### src/rtl/mips_pkg.sv
// Shared MIPS32 definitions for the memory stage: opcodes,
// access sizes, memory-stage FSM states and a size decoder.
package mips_pkg;

  localparam logic [5:0] OP_LB  = 6'h20;
  localparam logic [5:0] OP_LH  = 6'h21;
  localparam logic [5:0] OP_LW  = 6'h23;
  localparam logic [5:0] OP_LBU = 6'h24;
  localparam logic [5:0] OP_LHU = 6'h25;
  localparam logic [5:0] OP_SB  = 6'h28;
  localparam logic [5:0] OP_SH  = 6'h29;
  localparam logic [5:0] OP_SW  = 6'h2B;

  typedef enum logic [1:0] {
    SZ_B,
    SZ_H,
    SZ_W
  } size_e;

  typedef enum logic {
    IDLE,
    WAIT
  } state_e;

  // Unknown opcodes that still touch memory fall back to word size.
  function automatic size_e size_of(input logic [5:0] op);
    size_e s;
    s = SZ_W;
    unique case (op)
      OP_LB, OP_LBU, OP_SB: s = SZ_B;
      OP_LH, OP_LHU, OP_SH: s = SZ_H;
      default:              s = SZ_W;
    endcase
    return s;
  endfunction

  function automatic logic is_unsigned(input logic [5:0] op);
    return (op == OP_LBU) || (op == OP_LHU);
  endfunction

endpackage

### src/rtl/mem_access_stage_align.sv
// Lane steering for loads/stores: byte enables, replicated
// store data and the extracted, extended load value.
module load_store_align
  import mips_pkg::*;
(
  input  size_e       size,
  input  logic [1:0]  off,
  input  logic        load_uns,
  input  logic [31:0] store_data,
  input  logic [31:0] rdata,
  output logic [3:0]  be,
  output logic [31:0] wdata,
  output logic [31:0] load_data
);

  logic [31:0] lane;

  assign lane = rdata >> {off, 3'b000};

  always_comb begin
    be        = 4'b1111;
    wdata     = store_data;
    load_data = rdata;
    unique case (size)
      SZ_B: begin
        be        = 4'b0001 << off;
        wdata     = {4{store_data[7:0]}};
        load_data = load_uns ? {24'b0, lane[7:0]}
                             : {{24{lane[7]}}, lane[7:0]};
      end
      SZ_H: begin
        be        = 4'b0011 << off;
        wdata     = {2{store_data[15:0]}};
        load_data = load_uns ? {16'b0, lane[15:0]}
                             : {{16{lane[15]}}, lane[15:0]};
      end
      SZ_W: begin
        be        = 4'b1111;
        wdata     = store_data;
        load_data = rdata;
      end
      default: begin
        be        = 4'b1111;
        wdata     = store_data;
        load_data = rdata;
      end
    endcase
  end

endmodule

### src/rtl/mem_access_stage.sv
// MIPS32 memory stage: req/ack data-memory access with stall,
// timeout abort, misalign detection and MEM/WB registers.
module mem_access_stage
  import mips_pkg::*;
#(
  parameter int TIMEOUT_CYCLES = 16,
  parameter int CNT_W          = 5
) (
  input  logic        clock,
  input  logic        reset,
  input  logic [31:0] iPC,
  input  logic [31:0] iIR,
  input  logic [31:0] ialu_res,
  input  logic [31:0] iData_forMem,
  input  logic [4:0]  iwrite_addr,
  input  logic        imem_read,
  input  logic        imem_write,
  input  logic        imem_to_reg,
  input  logic        ipc_to_reg,
  input  logic        ireg_write,
  output logic        dmem_req,
  output logic        dmem_we,
  output logic [31:0] dmem_addr,
  output logic [3:0]  dmem_be,
  output logic [31:0] dmem_wdata,
  input  logic [31:0] dmem_rdata,
  input  logic        dmem_ack,
  output logic        stall,
  output logic [31:0] oPC,
  output logic [31:0] oIR,
  output logic [4:0]  owrite_addr,
  output logic        oreg_write,
  output logic [31:0] owb_data,
  output logic        omisalign,
  output logic        obus_err
);

  state_e           state, state_nxt;
  logic [CNT_W-1:0] cnt, cnt_nxt;
  size_e            size;
  logic [1:0]       off;
  logic             mem_op, aligned, access;
  logic             misalign, abort;
  logic [31:0]      load_data, wb_sel;

  assign size     = size_of(iIR[31:26]);
  assign off      = ialu_res[1:0];
  assign mem_op   = imem_read | imem_write;
  assign aligned  = (size == SZ_B) ||
                    (size == SZ_H && !off[0]) ||
                    (off == 2'b00);
  assign access   = mem_op & aligned;
  assign misalign = reset & (state == IDLE) & mem_op & ~aligned;

  assign dmem_we   = imem_write;
  assign dmem_addr = {ialu_res[31:2], 2'b00};

  load_store_align u_align (
    .size       (size),
    .off        (off),
    .load_uns   (is_unsigned(iIR[31:26])),
    .store_data (iData_forMem),
    .rdata      (dmem_rdata),
    .be         (dmem_be),
    .wdata      (dmem_wdata),
    .load_data  (load_data)
  );

  always_comb begin
    state_nxt = state;
    cnt_nxt   = cnt;
    dmem_req  = 1'b0;
    stall     = 1'b0;
    abort     = 1'b0;
    unique case (state)
      IDLE: begin
        if (access) begin
          dmem_req = 1'b1;
          if (!dmem_ack) begin
            stall     = 1'b1;
            state_nxt = WAIT;
            cnt_nxt   = CNT_W'(1);
          end
        end
      end
      WAIT: begin
        dmem_req = 1'b1;
        if (dmem_ack) begin
          state_nxt = IDLE;
          cnt_nxt   = '0;
        end else if (cnt == CNT_W'(TIMEOUT_CYCLES)) begin
          abort     = 1'b1;
          state_nxt = IDLE;
          cnt_nxt   = '0;
        end else begin
          stall   = 1'b1;
          cnt_nxt = cnt + CNT_W'(1);
        end
      end
    endcase
    // Reset wins over everything, including an access in flight.
    if (!reset) begin
      dmem_req  = 1'b0;
      stall     = 1'b0;
      abort     = 1'b0;
      state_nxt = IDLE;
      cnt_nxt   = '0;
    end
  end

  always_comb begin
    wb_sel = ialu_res;
    if (ipc_to_reg)       wb_sel = iPC + 32'd4;
    else if (imem_to_reg) wb_sel = load_data;
  end

  always_ff @(posedge clock) begin
    if (!reset) begin
      state       <= IDLE;
      cnt         <= '0;
      oPC         <= '0;
      oIR         <= '0;
      owrite_addr <= '0;
      oreg_write  <= 1'b0;
      owb_data    <= '0;
      omisalign   <= 1'b0;
      obus_err    <= 1'b0;
    end else begin
      state     <= state_nxt;
      cnt       <= cnt_nxt;
      omisalign <= misalign;
      obus_err  <= abort;
      if (stall) begin
        oreg_write <= 1'b0;
        oIR        <= '0;
      end else begin
        oPC         <= iPC;
        oIR         <= iIR;
        owrite_addr <= iwrite_addr;
        oreg_write  <= ireg_write & ~misalign & ~abort;
        if (!abort) owb_data <= wb_sel;
      end
    end
  end

endmodule

### config.mk
export PLATFORM = sky130hd
export DESIGN_NAME = mem_access_stage
export DESIGN_NICKNAME = d
export VERILOG_FILES = /design/src/rtl/mips_pkg.sv /design/src/rtl/mem_access_stage_align.sv /design/src/rtl/mem_access_stage.sv
export SDC_FILE = /design/constraint.sdc
export NUM_CORES = 1
export LEC_CHECK = 0
export ABC_AREA = 0
export CAP_MARGIN = 10
export CORE_MARGIN = 2
export CORE_UTILIZATION = 25
export DETAILED_ROUTE_END_ITERATION = 6
export PLACE_DENSITY = 0.65
export SLEW_MARGIN = 30
export SYNTH_ARGS = -nofsm -noshare
export SYNTH_HDL_FRONTEND = slang
export SYNTH_SLANG_ARGS = --single-unit
### constraint.sdc
create_clock -name clock -period 3.04 [get_ports clock]
set_input_delay 0.608 -clock clock [delete_from_list [all_inputs] [get_ports clock]]
set_output_delay 0.608 -clock clock [all_outputs]
set_load 0.01 [all_outputs]
==> impl_metrics.tcl <==
set metrics [dict create \
    rsz0062_at_grt "false" \
    synth_top_area_share 0.340 \
    wirelength_um 29300 \
    grt_pass1_vias 7339 \
    min_from "oPC[6]" \
    cp-start-kind "input port" \
    finalCritPeriodShare 0.948 \
    via_count 7470 \
    holdPathEnd "oPC[6]" \
    crit_path_end_kind "primary output" \
    antenna_found_initial 1 \
    power.leakage_nw 4.15 \
    syn_inst 839 \
    drc 0 \
    nets 1328 \
    worstPathRequired_ns 2.43 \
    rr_endpoint "oIR[6]" \
    tritoncts.num_buffers 9 \
    cp_num_cells 6 \
    vias_per_cell 5.02 \
    dpl.hpwl_um 23200 \
    fin_hold_ws_ns 0.455 \
    synthFlopType "dfxtp_1" \
    cts_tree "built" \
    regArea_mm2 0.00220 \
    r2r-start "cnt[0]" \
    outcome "completed" \
    htreeDepth 3 \
    slew_violations 0 \
    initial_core_util 0.255 \
    track_usage 0.210 \
    cts_hold_buffers 0 \
    powerDensity_mw_per_mm2 379 \
    die_width_um 165 \
    synth.yosys.seq_area_share 0.340 \
    cp_max_fo 26 \
    finalClockSkew_ns 0.0103 \
    drtIter0Drc 620 \
    fmax_mhz 347 \
    worstMarginPinSlew_ns 0.682 \
    ir_drop_mv 0.226 \
    ff2ff_path_depth 7 \
    synth_edf_count 0 \
    worst_path_max_delay_cell "clkdlybuf4s50_1" \
    core_mm2 0.0253 \
    yosys_register_bits 110 \
    clockBufferDepth 2 \
    grt_pass1_wl_um 43100 \
    worst-path-buf-inv 3 \
    yosysMostFrequentCell "nand2_1" \
    cts_sinks 110 \
    dieArea_mm2 0.0272 \
    yosys.area.top_type "dfxtp_1" \
    ant_nets 0 \
    relSlewSlack 0.546 \
    worstPathArrival_ns 2.27 \
    crit_top_cell "clkdlybuf4s50_1" \
    worstHoldPathCells 2 \
    fin_crit_ns 2.88 \
    ios 348 \
    grt_max_degree 70 \
    cap_violations 0 \
    hp-class "reg2reg" \
    clk-insertion-delay-late_ns 0.36 \
    path_clk_slew_ns 0.08 \
    core.rowCount 58 \
    critPathKind "in2out" \
    gr-total-overflow 0 \
    die-height_um 165 \
    async_flop_share 0 \
    post_drt_wl_per_cell_um 19.7 \
    hold_violations 0 \
    synth.distinct_cells 75 \
    path_cells "clkdlybuf4s50_1 -> nand2_1 -> nand2_2 -> buf_6 -> a21o_1 -> clkdlybuf4s50_1" \
    final_layout_size_suffix_gt1_frac 0.105 \
    cts_root_buf "clkbuf_16" \
    avgSynthCellArea_um2 7.71 \
    syn_area_mm2 0.00647 \
    synth_common_cells "nand2_1, dfxtp_1, o21ai_0, a21oi_1, clkbuf_1" \
    crit_family "buffers and inverters" \
    io_buffer_count 345 \
    drt-pass1-iter-count 5 \
    yosysWarnings 0 \
    worst_path_largest_cell_delay_ns 0.53 \
    ys_top_cells_by_area "dfxtp_1, nand2_1, buf_4" \
    nFillCells 2584 \
    multiInputGateArea_mm2 0.00365 \
    finalSetupViolations 0 \
    post-route-util 0.416 \
    gp_congestion 0.940 \
    area_delta_synth_final_pct 63.0 \
    reg2reg_setup_slack_ns 1.11 \
]
==> how the worst max path moves through the flow <==
stage / endpoint / start / slack [ns]
after floorplan: stall / iIR[27] / 0.38
after global placement: stall / iIR[31] / -0.27
after detailed placement: stall / iIR[31] / -0.29
after CTS: dmem_wdata[9] / iIR[31] / 0.006
after global routing: dmem_be[3] / ialu_res[0] / 0.09
final: dmem_be[3] / iIR[29] / 0.16
==> layout by cell type (no fill, tap or decap), types with 4 or more instances in the layout <==
| cell | n |
|---|---|
| clkdlybuf4s50_1 | 310 |
| nand2_1 | 160 |
| dfxtp_1 | 110 |
| buf_4 | 61 |
| o21ai_0 | 57 |
| a21oi_1 | 56 |
| nor2_1 | 44 |
| and3_1 | 33 |
| dlygate4sd2_1 | 24 |
| a31oi_1 | 21 |
| mux2i_1 | 19 |
| nor4_1 | 19 |
| nand3_1 | 18 |
| nor3_1 | 11 |
| a311o_1 | 11 |
| mux2_2 | 10 |
| o31a_1 | 10 |
| inv_1 | 9 |
| nand4_1 | 9 |
| clkbuf_16 | 9 |
| nand2b_1 | 8 |
| o31ai_1 | 7 |
| xor2_1 | 6 |
| o2bb2ai_1 | 6 |
| xnor2_1 | 6 |
| a211oi_1 | 6 |
| a221oi_1 | 5 |
| o21ai_1 | 4 |
| o211ai_1 | 4 |
| a21oi_2 | 4 |
| clkdlybuf4s15_1 | 4 |
==> worst reg2reg max path: stages, from the launching register on <==
cell and delay [ns]:
dfxtp_1 0.36, inv_1 0.07, ha_1 0.14, nand4bb_1 0.14, nand2_1 0.12, o41a_2 0.16, buf_4 0.55, and3_1 0.32
==> layout make-up <==
| type | count | share of cell area |
|---|---|---|
| Clock buffer | 9 | 0.0214 |
| Antenna cell | 1 | 0.000237 |
| Multi-Input combinational cell | 610 | 0.346 |
| Timing Repair Buffer | 410 | 0.374 |
| Clock inverter | 7 | 0.00629 |
| Tap cell | 330 | 0.0392 |
| Sequential cell | 110 | 0.209 |
| Inverter | 11 | 0.00392 |
==> stage by stage <==
| stage | power, mW | cell area [um2] | worst slack (ns) | cells | TNS (ns) |
|---|---|---|---|---|---|
| floorplan | 2.12 | 6470 | 0.379 | 840 | 0 |
| global placement | 2.85 | 10200 | -0.267 | 1469 | -4.08 |
| detailed placement | 2.85 | 10200 | -0.288 | 1469 | -4.66 |
| CTS | 4.05 | 10500 | 0.00620 | 1486 | 0 |
| global route | 4.20 | 10500 | 0.0914 | 1488 | 0 |
| finish | 3.99 | 10500 | 0.158 | 1488 | 0 |
==> cells by family after synthesis <==
logic type      share of synthesized area
fa+ha+maj                         0.00580
other cells                      0.000580
mux                                0.0503
flops                               0.340
xor+xnor                           0.0163
buf+inv                             0.100
simple gates                        0.246
compound gates                      0.241
==> power by group <==
group	internal (mW)	leakage, nW	switching, mW
Combinational	0.645	3.09	0.570
Clock	0.577	0.141	0.611
Sequential	1.54	0.913	0.0469
Total	2.77	4.15	1.23
==> sequential cells by signal (all words and copies together), names as in the netlist <==
name         count
owrite_addr      5
cnt              5
oPC             32
oreg_write       1
obus_err         1
owb_data        32
state            1
oIR             32
omisalign        1
==> metal layers <==
metal,GRT usage,wire length (um),up-vias,share of wire
met5,0,0,-,0
met4,0.0708,873,0,0.030
met3,0.0500,2070,50,0.070
met2,0.352,13800,325,0.47
met1,0.265,12600,3477,0.43
li1,-,-,3618,-
==> what timing repair did <==
item	CTS	global route
buffers inserted	1	1
cloned	0	0
setup endpoints to repair	29	20
pin swaps	1	2
gates resized for setup	35	8
Note: power is estimated with default switching activity, not from simulation.
